[src/rtl/sdx_kernel_addwm_adder_ctrl.sv]
// Control wrapper for the add-with-multiplier adder kernel.
// A host start latches a constant and a beat count. The constant is then held
// stable for a few cycles before the stream opens. A fixed number of beats is
// passed through to the adder with zero latency and tlast is generated on the
// final beat. After that, a one-cycle done pulse is raised.
module sdx_kernel_addwm_adder_ctrl #(
  parameter int C_AXIS_TDATA_WIDTH = 512,
  parameter int C_ADDER_BIT_WIDTH  = 32,
  parameter int C_LENGTH_WIDTH     = 32,
  parameter int C_ARM_CYCLES       = 2
) (
  input  logic                            aclk,
  input  logic                            areset,

  input  logic                            ap_start,
  output logic                            ap_idle,
  output logic                            ap_done,

  input  logic [C_ADDER_BIT_WIDTH-1:0]    ctrl_constant,
  input  logic [C_LENGTH_WIDTH-1:0]       ctrl_length,
  output logic [C_ADDER_BIT_WIDTH-1:0]    adder_constant,
  output logic [31:0]                     stat_beats,

  input  logic                            s_axis_tvalid,
  output logic                            s_axis_tready,
  input  logic [C_AXIS_TDATA_WIDTH-1:0]   s_axis_tdata,
  input  logic [C_AXIS_TDATA_WIDTH/8-1:0] s_axis_tkeep,

  output logic                            m_axis_tvalid,
  input  logic                            m_axis_tready,
  output logic [C_AXIS_TDATA_WIDTH-1:0]   m_axis_tdata,
  output logic [C_AXIS_TDATA_WIDTH/8-1:0] m_axis_tkeep,
  output logic                            m_axis_tlast
);

  localparam logic [1:0] ST_IDLE = 2'd0;
  localparam logic [1:0] ST_ARM  = 2'd1;
  localparam logic [1:0] ST_RUN  = 2'd2;
  localparam logic [1:0] ST_DONE = 2'd3;

  localparam int ARM_W = (C_ARM_CYCLES > 1) ? $clog2(C_ARM_CYCLES) : 1;
  localparam logic [ARM_W-1:0]          ARM_LAST = ARM_W'(C_ARM_CYCLES - 1);
  localparam logic [C_LENGTH_WIDTH-1:0] LEN_ONE  = C_LENGTH_WIDTH'(1);

  logic [1:0]                state;
  logic [1:0]                state_nxt;
  logic [ARM_W-1:0]          arm_cnt;
  logic [C_LENGTH_WIDTH-1:0] beat_cnt;
  logic [C_LENGTH_WIDTH-1:0] length_r;

  logic run_active;
  logic last_beat;
  logic handshake;
  logic start_accept;

  // The stream is open only in RUN. It is also closed while reset is asserted,
  // so a beat presented on the aborting edge is never acknowledged upstream.
  assign run_active   = (state == ST_RUN) && !areset;
  // beat_cnt never exceeds length-1, so a full-scale length cannot overflow it.
  assign last_beat    = (beat_cnt == (length_r - LEN_ONE));
  assign handshake    = run_active && s_axis_tvalid && m_axis_tready;
  assign start_accept = (state == ST_IDLE) && ap_start;

  assign ap_idle = (state == ST_IDLE);
  assign ap_done = (state == ST_DONE);

  // tvalid and tlast depend on state and upstream valid only, never on tready.
  assign m_axis_tvalid = run_active && s_axis_tvalid;
  assign s_axis_tready = run_active && m_axis_tready;
  assign m_axis_tlast  = run_active && last_beat;
  assign m_axis_tdata  = s_axis_tdata;
  assign m_axis_tkeep  = s_axis_tkeep;

  // Next-state selection for the job sequencer.
  always_comb begin
    state_nxt = state;
    case (state)
      ST_IDLE: begin
        if (ap_start) begin
          state_nxt = (ctrl_length == '0) ? ST_DONE : ST_ARM;
        end
      end
      ST_ARM: begin
        if (arm_cnt == ARM_LAST) begin
          state_nxt = ST_RUN;
        end
      end
      ST_RUN: begin
        if (handshake && last_beat) begin
          state_nxt = ST_DONE;
        end
      end
      ST_DONE: state_nxt = ST_IDLE;
      default: state_nxt = ST_IDLE;
    endcase
  end

  // State register.
  always_ff @(posedge aclk) begin
    if (areset) begin
      state <= ST_IDLE;
    end else begin
      state <= state_nxt;
    end
  end

  // Arm-period counter: counts ARM cycles, rewinds on exit and in DONE.
  always_ff @(posedge aclk) begin
    if (areset) begin
      arm_cnt <= '0;
    end else if (state == ST_ARM) begin
      if (arm_cnt == ARM_LAST) begin
        arm_cnt <= '0;
      end else begin
        arm_cnt <= arm_cnt + ARM_W'(1);
      end
    end else if (state == ST_DONE) begin
      arm_cnt <= '0;
    end
  end

  // Per-job beat counter, advanced on each accepted beat.
  always_ff @(posedge aclk) begin
    if (areset) begin
      beat_cnt <= '0;
    end else if (state == ST_DONE) begin
      beat_cnt <= '0;
    end else if (handshake) begin
      beat_cnt <= beat_cnt + LEN_ONE;
    end
  end

  // Job parameters are captured only on an accepted start.
  always_ff @(posedge aclk) begin
    if (areset) begin
      length_r       <= '0;
      adder_constant <= '0;
    end else if (start_accept) begin
      length_r       <= ctrl_length;
      adder_constant <= ctrl_constant;
    end
  end

  // Lifetime beat statistic, saturating at all-ones.
  always_ff @(posedge aclk) begin
    if (areset) begin
      stat_beats <= '0;
    end else if (handshake && (stat_beats != '1)) begin
      stat_beats <= stat_beats + 32'd1;
    end
  end

endmodule

[config.mk]
export PLATFORM = sky130hd
export DESIGN_NAME = sdx_kernel_addwm_adder_ctrl
export DESIGN_NICKNAME = d
export VERILOG_FILES = /design/src/rtl/sdx_kernel_addwm_adder_ctrl.sv
export SDC_FILE = /design/constraint.sdc
export NUM_CORES = 1
export LEC_CHECK = 0
export BUFFER_PORTS_ARGS = -buffer_cell sky130_fd_sc_hd__buf_2
export CAP_MARGIN = 20
export CORE_AREA = 2 2 501 503
export DETAILED_ROUTE_END_ITERATION = 7
export DIE_AREA = 0 0 503 505
export GPL_TIMING_DRIVEN = 0
export SYNTH_ARGS = -nofsm -noshare
export SYNTH_HDL_FRONTEND = slang
export SYNTH_SLANG_ARGS = --single-unit
[constraint.sdc]
create_clock -name aclk -period 7.1 [get_ports aclk]
set_input_delay 0.355 -clock aclk [delete_from_list [all_inputs] [get_ports aclk]]
set_output_delay 0.355 -clock aclk [all_outputs]
set_load 0.03 [all_outputs]
==> impl_metrics.prom, run 1 <==
# TYPE chip_impl_metric gauge
chip_impl_info{name="worst-setup-path-type",value="register to register"} 1
chip_impl_metric{name="synth_simple_gate_area_share",unit="%"} 18.97
chip_impl_metric{name="vias_per_cell",unit=""} 2.412
chip_impl_metric{name="fin_hold_ws",unit="ns"} 0.08525
chip_impl_metric{name="ios",unit=""} 1290
chip_impl_metric{name="synth_mux_area_share",unit="%"} 0.4703
chip_impl_info{name="rsz0062_at_grt",value="no"} 1
chip_impl_info{name="hold_path_class",value="primary input to register"} 1
chip_impl_metric{name="cts.htree.levels",unit=""} 4
chip_impl_info{name="cp-startpoint",value="state[0]$_SDFFE_PP0P_"} 1
chip_impl_metric{name="number_of_register_bits_inferred_by_synthesis",unit=""} 131
chip_impl_metric{name="mappedNetlistArea",unit="um^2"} 10910
chip_impl_metric{name="clock_insertion_delay_worst_skew",unit="ns"} 0.50
chip_impl_info{name="critical_path.endpoint_type",value="register"} 1
chip_impl_info{name="final_cell_mix",value="buf_2, buf_4, nand2_1"} 1
chip_impl_metric{name="areaGrowthSynthToFinish",unit="%"} 79.78
chip_impl_info{name="worst_hold_startpoint",value="ctrl_constant[20]"} 1
chip_impl_metric{name="top_fanout_value_on_the_critical_path",unit=""} 10
chip_impl_metric{name="initial_core_util",unit="%"} 4.395
chip_impl_metric{name="drv_slew",unit=""} 0
chip_impl_metric{name="synth_fp_nets",unit=""} 2070
chip_impl_metric{name="finalSetupTns",unit="ns"} 0
chip_impl_metric{name="final_net_count",unit=""} 2814
chip_impl_metric{name="grt_start_max_net_pins",unit=""} 15
chip_impl_metric{name="finalCoreUtilization",unit="%"} 7.901
chip_impl_metric{name="cts.repair.resized",unit=""} 0
chip_impl_metric{name="final.fill_count",unit=""} 29450
chip_impl_metric{name="post_cts.repair.setup_buffers",unit=""} 0
chip_impl_metric{name="core_area",unit="um^2"} 248200
chip_impl_metric{name="synthesis.area_per_instance",unit="um^2"} 7.692
chip_impl_metric{name="tritoncts_num_sinks",unit=""} 131
chip_impl_metric{name="design_power_total",unit="mW"} 3.759
chip_impl_metric{name="p_leak",unit="nW"} 8.327
chip_impl_metric{name="fp.dieW",unit="um"} 503
chip_impl_metric{name="seq_area_frac_synth",unit="%"} 24.04
chip_impl_metric{name="worst_margin_pin_slew",unit="ns"} 1.196
chip_impl_metric{name="post_route_cell_area",unit="um^2"} 19610
chip_impl_info{name="kind_of_launch_point_of_the_worst_setup_path",value="register"} 1
chip_impl_metric{name="grt_antenna_before_repair",unit=""} 367
chip_impl_info{name="clock-root-buffer",value="clkbuf_16"} 1
chip_impl_metric{name="chipHeight",unit="um"} 505
chip_impl_metric{name="finalClockSkew",unit="ns"} 0.02108
chip_impl_metric{name="cts-buffers-inserted",unit=""} 25
chip_impl_metric{name="required",unit="ns"} 7.53
chip_impl_metric{name="hold_buffers_post_cts",unit=""} 0
chip_impl_metric{name="detailroute.via_count",unit=""} 13440
chip_impl_metric{name="finalWirelength",unit="um"} 183000
chip_impl_metric{name="max-clock-path-buffers",unit=""} 3
chip_impl_metric{name="final_min_period_over_clock_period",unit="%"} 63.83
chip_impl_metric{name="synth_compound_area_share",unit="%"} 7.054
chip_impl_metric{name="grt.total_usage",unit="%"} 13.78
chip_impl_metric{name="synth_adder_area_share",unit="%"} 0.8029
chip_impl_info{name="dominant_combinational_cell_family_by_area_after_synthesis",value="buffers and inverters"} 1
chip_impl_metric{name="placed_area",unit="um^2"} 18720
chip_impl_metric{name="synth.yosys.warnings",unit=""} 0
chip_impl_metric{name="async_flop_share",unit="%"} 0
chip_impl_metric{name="final_cells",unit=""} 5572
chip_impl_metric{name="dr.pass1.iters",unit=""} 5
chip_impl_metric{name="power_density",unit="nW/um^2"} 191.7
chip_impl_metric{name="cp_data_arrival_time",unit="ns"} 4.96
chip_impl_metric{name="grt.overflow.total",unit=""} 0
chip_impl_metric{name="max_cap_viol_count",unit=""} 0
chip_impl_metric{name="place_hpwl",unit="um"} 175800
chip_impl_metric{name="layout-drive-gt1-share",unit="%"} 62.13
chip_impl_metric{name="routedWlPerCell",unit="um"} 32.84
chip_impl_info{name="final_common_cell",value="buf_2"} 1
chip_impl_metric{name="via_count_of_the_first_global_routing_pass",unit=""} 11650
chip_impl_info{name="tritoncts_clock_tree",value="yes"} 1
chip_impl_metric{name="setup_ws",unit="ns"} 2.568
chip_impl_metric{name="finalSetupViolCount",unit=""} 0
chip_impl_info{name="outcome",value="finished clean"} 1
chip_impl_metric{name="detail-route-antenna-nets",unit=""} 0
chip_impl_metric{name="max-slew-margin-rel",unit="%"} 19.54
chip_impl_metric{name="dr.first_iter.drc_count",unit=""} 672
chip_impl_metric{name="floorplan.rows",unit=""} 183
chip_impl_metric{name="report.final.hold_viol_count",unit=""} 0
chip_impl_metric{name="buffer_ports.inserted",unit=""} 713
chip_impl_metric{name="post-place-ws",unit="ns"} 2.276
chip_impl_metric{name="dpl.cell_count",unit=""} 5465
chip_impl_metric{name="achievable-frequency",unit="GHz"} 0.2207
chip_impl_metric{name="min_period",unit="ns"} 4.532
chip_impl_metric{name="synth_enable_flop_cells",unit=""} 0
chip_impl_metric{name="dieArea",unit="um^2"} 254000
chip_impl_metric{name="synth.lib_cells_used.distinct",unit=""} 61
chip_impl_info{name="ys_dominant_reg_cell",value="dfxtp_1"} 1
chip_impl_info{name="startpoint_of_the_lowest_slack_register_to_register_path",value="state[0]$_SDFFE_PP0P_"} 1
chip_impl_metric{name="synth_xor_xnor_area_share",unit="%"} 6.745
chip_impl_metric{name="netlist_instances",unit=""} 1418
chip_impl_metric{name="globalplace.congestion",unit=""} 0.8948
chip_impl_metric{name="grt_first_pass_wirelength",unit="um"} 203700
chip_impl_metric{name="vdd.ir_drop.worst",unit="mV"} 0.09667
chip_impl_metric{name="drc_errors",unit=""} 0
chip_impl_metric{name="reg_clk_slew_reported_paths",unit="ns"} 0.07
## sequential cells by signal (all words and copies together) (netlist names)
| signal | cells |
|---|---|
| adder_constant | 32 |
| length_r | 32 |
| stat_beats | 32 |
| state | 2 |
| arm_cnt | 1 |
| beat_cnt | 32 |
## worst max-delay path, cell delays in order (launching register included)
cell      delay (ns)
dfxtp_1         0.33
inv_1           0.11
ha_1            0.32
and4b_1         0.29
clkbuf_1        0.65
o21a_1          0.21
clkbuf_1        0.48
nand4_1         0.53
or2_2           0.49
or3_1           0.31
clkbuf_1        0.21
or3_1           0.35
a21oi_1         0.14
## cell type report
class                           instances  area (um^2)  area share [%]
Antenna cell                           74        185.2          0.9443
Clock buffer                           29        660.6           3.369
Sequential cell                       131         2623           13.37
Inverter                               21        78.83          0.4020
Timing Repair Buffer                  717         3643           18.58
Buffer                                617         4494           22.92
Multi-Input combinational cell        649         3714           18.94
Tap cell                             3330         4167           21.25
Clock inverter                          4        45.04          0.2297
## power breakdown
group,internal [mW],leakage [nW],switching [mW]
logic,0.611,6.91,1.18
registers,0.807,1.06,0.0733
clock network,0.685,0.351,0.402
total,2.10,8.33,1.65
## cells in the mapped netlist (2+ instances only)
cell type	count	area, um^2
and4_1	4	35.03
or3_1	17	106.4
xor2_1	42	367.9
a21o_1	2	15.01
a31oi_1	4	25.02
buf_1	2	7.510
dfxtp_1	131	2623
nand3_1	23	115.1
nand2_1	168	630.6
nor3b_1	2	15.01
or4_1	6	45.04
ha_1	7	87.58
nor2_1	82	307.8
a211o_1	2	17.52
nor4_1	16	100.1
and3_1	10	62.56
o31ai_1	2	15.01
clkbuf_1	36	135.1
a21oi_1	86	430.4
xnor2_1	42	367.9
and4b_1	2	20.02
nor4b_1	3	26.28
inv_1	21	78.83
nand2b_1	10	62.56
mux2i_1	4	40.04
nor3_1	20	100.1
o211ai_1	4	30.03
and2_1	4	25.02
nor2b_1	6	37.54
nand3b_1	3	22.52
nand4_1	29	181.4
or2_2	5	31.28
buf_4	578	4339
o22ai_1	2	12.51
o21ai_0	17	85.08
## path summary, 6_finish.rpt
path / to / slack [ns] / cells after the start
setup / recovery: stat_beats[25]$_SDFFE_PP0P_ / 2.57 / 12
hold / removal: adder_constant[20]$_SDFFE_PP0P_ / 0.09 / 3
setup reg to reg: stat_beats[25]$_SDFFE_PP0P_ / 2.57 / 12
hold reg to reg: adder_constant[16]$_SDFFE_PP0P_ / 0.45 / 2
## metal layers
metal	vias to the layer above	share of wire, %	global-route usage [%]
met2	1293	43	21.75
met1	5775	30	11.91
li1	5642	-	-
met5	-	0.89	0
met4	252	2.1	2.148
met3	477	24	15.19
## cells by family after synthesis
| logic type | Yosys count |
|---|---|
| multiplexers | 5 |
| AND/OR/NAND/NOR | 422 |
| adder cells (fa/ha/maj) | 7 |
| buffers and inverters | 638 |
| flip-flops | 131 |
| XOR/XNOR | 84 |
| AO/OA/AOI/OAI | 131 |
(Power assumes the default switching activity.)
==> inputs of run 2 (changes only) <==
==> constraint.sdc (replaced) <==
create_clock -name aclk -period 4.1 [get_ports aclk]
set_input_delay 0.205 -clock aclk [delete_from_list [all_inputs] [get_ports aclk]]
set_output_delay 0.205 -clock aclk [all_outputs]
set_load 0.03 [all_outputs]
==> impl_metrics.prom, run 2 (synthesis gave the netlist of run 1 again) <==
# TYPE chip_impl_metric gauge
chip_impl_info{name="kind_of_launch_point_of_the_worst_setup_path",value="register"} 1
chip_impl_metric{name="final_cells",unit=""} 5631
chip_impl_metric{name="max-clock-path-buffers",unit=""} 3
chip_impl_metric{name="detail-route-antenna-nets",unit=""} 0
chip_impl_metric{name="place_hpwl",unit="um"} 175800
chip_impl_metric{name="max_cap_viol_count",unit=""} 0
chip_impl_info{name="worst-setup-path-type",value="register to register"} 1
chip_impl_metric{name="required",unit="ns"} 4.53
chip_impl_metric{name="max-slew-margin-rel",unit="%"} 12.79
chip_impl_metric{name="finalSetupViolCount",unit=""} 0
chip_impl_metric{name="final_min_period_over_clock_period",unit="%"} 93.84
chip_impl_metric{name="dieArea",unit="um^2"} 254000
chip_impl_info{name="outcome",value="finished clean"} 1
chip_impl_metric{name="post-place-ws",unit="ns"} -0.7243
chip_impl_info{name="tritoncts_clock_tree",value="yes"} 1
chip_impl_metric{name="post_route_cell_area",unit="um^2"} 20240
chip_impl_metric{name="chipHeight",unit="um"} 505
chip_impl_info{name="hold_path_class",value="primary input to register"} 1
chip_impl_metric{name="via_count_of_the_first_global_routing_pass",unit=""} 12010
chip_impl_metric{name="finalWirelength",unit="um"} 183700
chip_impl_metric{name="p_leak",unit="nW"} 8.593
chip_impl_metric{name="drv_slew",unit=""} 0
chip_impl_metric{name="vias_per_cell",unit=""} 2.434
chip_impl_metric{name="dr.pass1.iters",unit=""} 5
chip_impl_metric{name="vdd.ir_drop.worst",unit="mV"} 0.1699
chip_impl_metric{name="finalCoreUtilization",unit="%"} 8.155
chip_impl_metric{name="report.final.hold_viol_count",unit=""} 0
chip_impl_metric{name="reg_clk_slew_reported_paths",unit="ns"} 0.07
chip_impl_metric{name="routedWlPerCell",unit="um"} 32.62
chip_impl_metric{name="globalplace.congestion",unit=""} 0.8948
chip_impl_metric{name="cp_data_arrival_time",unit="ns"} 4.27
chip_impl_metric{name="ios",unit=""} 1290
chip_impl_metric{name="core_area",unit="um^2"} 248200
chip_impl_metric{name="initial_core_util",unit="%"} 4.395
chip_impl_metric{name="grt_start_max_net_pins",unit=""} 15
chip_impl_metric{name="buffer_ports.inserted",unit=""} 713
chip_impl_metric{name="areaGrowthSynthToFinish",unit="%"} 85.57
chip_impl_metric{name="dr.first_iter.drc_count",unit=""} 691
chip_impl_metric{name="min_period",unit="ns"} 3.847
chip_impl_metric{name="cts-buffers-inserted",unit=""} 25
chip_impl_metric{name="final_net_count",unit=""} 2877
chip_impl_metric{name="floorplan.rows",unit=""} 183
chip_impl_info{name="final_cell_mix",value="buf_2, buf_4, nand2_1"} 1
chip_impl_metric{name="dpl.cell_count",unit=""} 5465
chip_impl_metric{name="placed_area",unit="um^2"} 18720
chip_impl_metric{name="layout-drive-gt1-share",unit="%"} 60.56
chip_impl_metric{name="top_fanout_value_on_the_critical_path",unit=""} 10
chip_impl_metric{name="cts.htree.levels",unit=""} 4
chip_impl_metric{name="grt.total_usage",unit="%"} 13.84
chip_impl_metric{name="fp.dieW",unit="um"} 503
chip_impl_metric{name="finalClockSkew",unit="ns"} 0.02213
chip_impl_info{name="critical_path.endpoint_type",value="register"} 1
chip_impl_metric{name="setup_ws",unit="ns"} 0.2527
chip_impl_info{name="clock-root-buffer",value="clkbuf_16"} 1
chip_impl_metric{name="tritoncts_num_sinks",unit=""} 131
chip_impl_metric{name="power_density",unit="nW/um^2"} 325.9
chip_impl_metric{name="grt.overflow.total",unit=""} 0
chip_impl_metric{name="finalSetupTns",unit="ns"} 0
chip_impl_metric{name="drc_errors",unit=""} 0
chip_impl_metric{name="grt_antenna_before_repair",unit=""} 368
chip_impl_info{name="final_common_cell",value="buf_2"} 1
chip_impl_metric{name="grt_first_pass_wirelength",unit="um"} 205100
chip_impl_info{name="rsz0062_at_grt",value="no"} 1
chip_impl_metric{name="detailroute.via_count",unit=""} 13700
chip_impl_metric{name="achievable-frequency",unit="GHz"} 0.2599
chip_impl_metric{name="worst_margin_pin_slew",unit="ns"} 1.296
chip_impl_metric{name="clock_insertion_delay_worst_skew",unit="ns"} 0.51
run 2: final cells by class:
| cell class | instances | area (um^2) |
|---|---|---|
| Fill cell | 29420 | 228000 |
| Buffer | 616 | 4491 |
| Timing Repair Buffer | 781 | 4282 |
| Tap cell | 3330 | 4167 |
| Multi-Input combinational cell | 649 | 3721 |
| Sequential cell | 131 | 2623 |
| Clock buffer | 29 | 660.6 |
| Antenna cell | 70 | 175.2 |
| Inverter | 21 | 78.83 |
| Clock inverter | 4 | 45.04 |
run 2: path summary, 6_finish.rpt:
check	startpoint	end	slack, ns	cells past startpoint
max reg2reg	state[0]$_SDFFE_PP0P_	stat_beats[25]$_SDFFE_PP0P_	0.25	12
max	state[0]$_SDFFE_PP0P_	stat_beats[25]$_SDFFE_PP0P_	0.25	12
min	ctrl_length[15]	length_r[15]$_SDFFE_PP0P_	0.07	3
min reg2reg	adder_constant[16]$_SDFFE_PP0P_	adder_constant[16]$_SDFFE_PP0P_	0.45	2
run 2: critical path, cell delays in order (launching register included):
cell,delay [ns]
dfxtp_1,0.33
inv_1,0.11
ha_1,0.32
and4b_2,0.55
o21a_1,0.18
clkbuf_1,0.55
nand4_1,0.15
buf_4,0.22
or2_2,0.31
or3_1,0.31
clkbuf_1,0.21
or3_1,0.35
a21oi_1,0.14
run 2: stage by stage:
stage                     hold WS, ns  total power [mW]
after floorplan                0.3410             3.545
after global placement         0.4408             4.683
after detailed placement       0.4421             4.739
after CTS                     0.04387             6.737
after global routing          0.04920             6.914
final                         0.07246             6.596
run 2: timing repair:
action	in CTS	in global routing
buffers inserted	2	0
endpoints found under the hold margin	62	0
hold buffers	62	0
resized for setup	1	2
setup endpoints to repair	13	1
pin swaps	1	0
run 2: where the power goes:
| part | leakage, nW | internal (mW) | switching [mW] | total, mW |
|---|---|---|---|---|
| registers | 1.06 | 1.40 | 0.129 | 1.53 |
| clock network | 0.351 | 1.19 | 0.703 | 1.89 |
| logic | 7.18 | 1.10 | 2.08 | 3.18 |
run 2: routing by layer:
layer  track usage [%]  share of wire, %  routed length (um)
met1             12.02                31               56320
met2             21.76                43               79480
met3             15.09                23               42120
met4             2.461               2.3                4280
met5                 0              0.82                1501
==> inputs of run 3 (changes only) <==
--- a/config.mk
+++ b/config.mk
@@ -6,11 +6,11 @@
 export NUM_CORES = 1
 export LEC_CHECK = 0
 export BUFFER_PORTS_ARGS = -buffer_cell sky130_fd_sc_hd__buf_2
-export CAP_MARGIN = 20
 export CORE_AREA = 2 2 501 503
 export DETAILED_ROUTE_END_ITERATION = 7
 export DIE_AREA = 0 0 503 505
 export GPL_TIMING_DRIVEN = 0
+export RECOVER_POWER = 50
 export SYNTH_ARGS = -nofsm -noshare
 export SYNTH_HDL_FRONTEND = slang
 export SYNTH_SLANG_ARGS = --single-unit
==> impl_metrics.prom, run 3 (synthesis gave the netlist of run 1 again) <==
# TYPE chip_impl_metric gauge
chip_impl_info{name="largest_delay_contributor_family_on_the_critical_path",value="simple AND/OR/NAND/NOR gates"} 1
chip_impl_metric{name="min_period",unit="ns"} 3.795
chip_impl_info{name="critical_path.endpoint_type",value="output pin"} 1
chip_impl_metric{name="internal-power",unit="mW"} 3.590
chip_impl_metric{name="achievable-frequency",unit="GHz"} 0.2635
chip_impl_metric{name="power.switching_fraction",unit="%"} 44.91
chip_impl_info{name="hold_path_class",value="primary input to register"} 1
chip_impl_metric{name="drv_slew",unit=""} 0
chip_impl_info{name="final_common_cell",value="buf_4"} 1
chip_impl_metric{name="max-clock-path-buffers",unit=""} 3
chip_impl_metric{name="power.share.combinational",unit="%"} 47.4
chip_impl_metric{name="routedWlPerCell",unit="um"} 32.67
chip_impl_info{name="outcome",value="finished clean"} 1
chip_impl_info{name="critical-path-slowest-cell",value="a2111oi_1"} 1
chip_impl_metric{name="design_power_total",unit="mW"} 6.518
chip_impl_metric{name="final.fill_count",unit=""} 29470
chip_impl_metric{name="drc_errors",unit=""} 0
chip_impl_metric{name="layout-drive-gt1-share",unit="%"} 43.20
chip_impl_metric{name="final_cells",unit=""} 5624
chip_impl_info{name="clock-root-buffer",value="clkbuf_16"} 1
chip_impl_metric{name="vdd.ir_drop.worst",unit="mV"} 0.1562
chip_impl_metric{name="initial_core_util",unit="%"} 4.395
chip_impl_metric{name="grt_start_max_net_pins",unit=""} 15
chip_impl_metric{name="cp_data_arrival_time",unit="ns"} 3.59
chip_impl_metric{name="grt_antenna_before_repair",unit=""} 370
chip_impl_metric{name="final-seq-area",unit="um^2"} 2623
chip_impl_metric{name="grt.overflow.total",unit=""} 0
chip_impl_metric{name="areaGrowthSynthToFinish",unit="%"} 80.42
chip_impl_metric{name="fp.dieW",unit="um"} 503
chip_impl_metric{name="detail-route-antenna-nets",unit=""} 0
chip_impl_metric{name="required",unit="ns"} 3.89
chip_impl_metric{name="final_net_count",unit=""} 2873
chip_impl_metric{name="core_area",unit="um^2"} 248200
chip_impl_metric{name="max_cap_viol_count",unit=""} 0
chip_impl_metric{name="ios",unit=""} 1290
chip_impl_metric{name="clock_insertion_delay_worst_skew",unit="ns"} 0.52
chip_impl_metric{name="place_hpwl",unit="um"} 175700
chip_impl_metric{name="buffer_ports.inserted",unit=""} 713
chip_impl_metric{name="multi_input_area",unit="um^2"} 3721
chip_impl_metric{name="clkPwrFrac",unit="%"} 29.2
chip_impl_metric{name="finalWirelength",unit="um"} 183700
chip_impl_metric{name="report.final.hold_viol_count",unit=""} 0
chip_impl_metric{name="slowest_delay",unit="ns"} 0.43
chip_impl_metric{name="dieArea",unit="um^2"} 254000
chip_impl_info{name="tritoncts_clock_tree",value="yes"} 1
chip_impl_metric{name="max-slew-margin-rel",unit="%"} 12.93
chip_impl_metric{name="floorplan.rows",unit=""} 183
chip_impl_metric{name="finalClockSkew",unit="ns"} 0.02093
chip_impl_metric{name="critPathBufInv",unit=""} 2
chip_impl_info{name="rsz0062_at_grt",value="no"} 1
chip_impl_metric{name="dpl.cell_count",unit=""} 5461
chip_impl_info{name="kind_of_launch_point_of_the_worst_setup_path",value="register"} 1
chip_impl_metric{name="via_count_of_the_first_global_routing_pass",unit=""} 12020
chip_impl_metric{name="vias_per_cell",unit=""} 2.438
chip_impl_metric{name="worst_margin_pin_slew",unit="ns"} 1.294
chip_impl_metric{name="top_fanout_value_on_the_critical_path",unit=""} 9
chip_impl_metric{name="reg_clk_slew_reported_paths",unit="ns"} 0.05
chip_impl_metric{name="power_density",unit="nW/um^2"} 331.2
chip_impl_metric{name="tritoncts_num_sinks",unit=""} 131
chip_impl_metric{name="globalplace.congestion",unit=""} 0.8948
chip_impl_info{name="worst-setup-path-type",value="register to output pin"} 1
chip_impl_metric{name="cts.htree.levels",unit=""} 4
chip_impl_info{name="critPathMostFrequentCell",value="nand4_1"} 1
chip_impl_metric{name="dr.first_iter.drc_count",unit=""} 638
chip_impl_info{name="final_cell_mix",value="buf_4, clkbuf_1, buf_2"} 1
chip_impl_metric{name="detailroute.via_count",unit=""} 13710
chip_impl_metric{name="dr.pass1.iters",unit=""} 5
chip_impl_metric{name="cts-buffers-inserted",unit=""} 25
chip_impl_metric{name="p_switching",unit="mW"} 2.928
chip_impl_metric{name="final_min_period_over_clock_period",unit="%"} 92.55
chip_impl_metric{name="grt_first_pass_wirelength",unit="um"} 204900
chip_impl_metric{name="p_leak",unit="nW"} 7.491
chip_impl_metric{name="grt.total_usage",unit="%"} 13.83
chip_impl_metric{name="sequential_share_of_power",unit="%"} 23.4
chip_impl_metric{name="chipHeight",unit="um"} 505
chip_impl_metric{name="finalSetupViolCount",unit=""} 0
chip_impl_info{name="timing.critical_path.cells",value="inv_1, ha_1, nor3b_1, nand4_1, nor2_1, nand4_1, a2111oi_1, nand4_1, nor2_1, clkbuf_4"} 1
[run 3: changes by cell type in the layout (fill, tap and decap cells not counted)]
cell	previous run	this run
clkinvlp_4	0	1
diode_2	70	67
buf_16	2	0
clkbuf_1	36	421
buf_2	713	325
buf_8	1	0
clkinv_2	3	4
[run 3: worst paths after layout]
path              slack (ns)                           to                      from  cells after the start
setup / recovery        0.31                 m_axis_tlast  length_r[0]$_SDFFE_PP0P_                     10
hold / removal          0.06    length_r[23]$_SDFFE_PP0P_           ctrl_length[23]                      3
setup reg to reg        0.33  stat_beats[25]$_SDFFE_PP0P_     state[0]$_SDFFE_PP0P_                     12
hold reg to reg         0.45         arm_cnt$_SDFFE_PP0P_      arm_cnt$_SDFFE_PP0P_                      2
[run 3: layout make-up]
cell class / count / area share (%)
Tap cell: 3330 / 21.17
Timing Repair Buffer: 777 / 18.91
Clock inverter: 6 / 0.2925
Antenna cell: 67 / 0.8519
Inverter: 21 / 0.4005
Clock buffer: 27 / 3.319
Multi-Input combinational cell: 649 / 18.91
Sequential cell: 131 / 13.33
Buffer: 616 / 22.82
[run 3: power groups by stage]
stage               clock network, mW  registers [mW]  logic, mW
floorplan                           0            1.62       1.92
global placement                    0            1.55       3.14
detailed placement                  0            1.55       3.15
CTS                              1.98            1.52       3.23
global route                     2.01            1.54       3.30
finish                           1.91            1.53       3.09
[run 3: worst reg2reg max path: stages (launching register included)]
cell,delay (ns)
dfxtp_1,0.33
inv_1,0.12
ha_1,0.33
and4b_2,0.55
o21a_1,0.20
clkbuf_1,0.47
nand4_1,0.16
buf_4,0.21
or2_2,0.32
or3_1,0.31
clkbuf_1,0.21
or3_1,0.35
a21oi_1,0.15
[run 3: through the flow]
stage	setup WS (ns)	setup TNS, ns	cell area, um^2	hold WS, ns	util [%]
after global placement	-0.7044	-5.018	18640	0.4408	7.511
after global routing	0.003104	0	19540	0.03395	7.873
after floorplan	1.145	0	10910	0.3410	-
after CTS	0.08060	0	19990	0.02887	8.053
final	0.3055	0	19680	0.06232	7.929
after detailed placement	-0.7249	-5.254	18640	0.4419	7.512
[run 3: repair_timing]
action	CTS	global route
endpoints found under the setup margin	13	1
pin swaps	1	0
hold buffers	62	0
gates resized for setup	1	2
setup buffers	2	0
hold endpoints to repair	62	0
[run 3: routing by layer]
metal  part of all wire [%]  routed length, um  up-vias  global-route usage [%]
met5                   0.91               1667        -                       0
met2                     43              79070     1331                   21.75
li1                       -                  -     5755                       -
met3                     23              42780      504                   15.51
met1                     30              55520     5865                   11.71
met4                    2.6               4702      258                   2.565
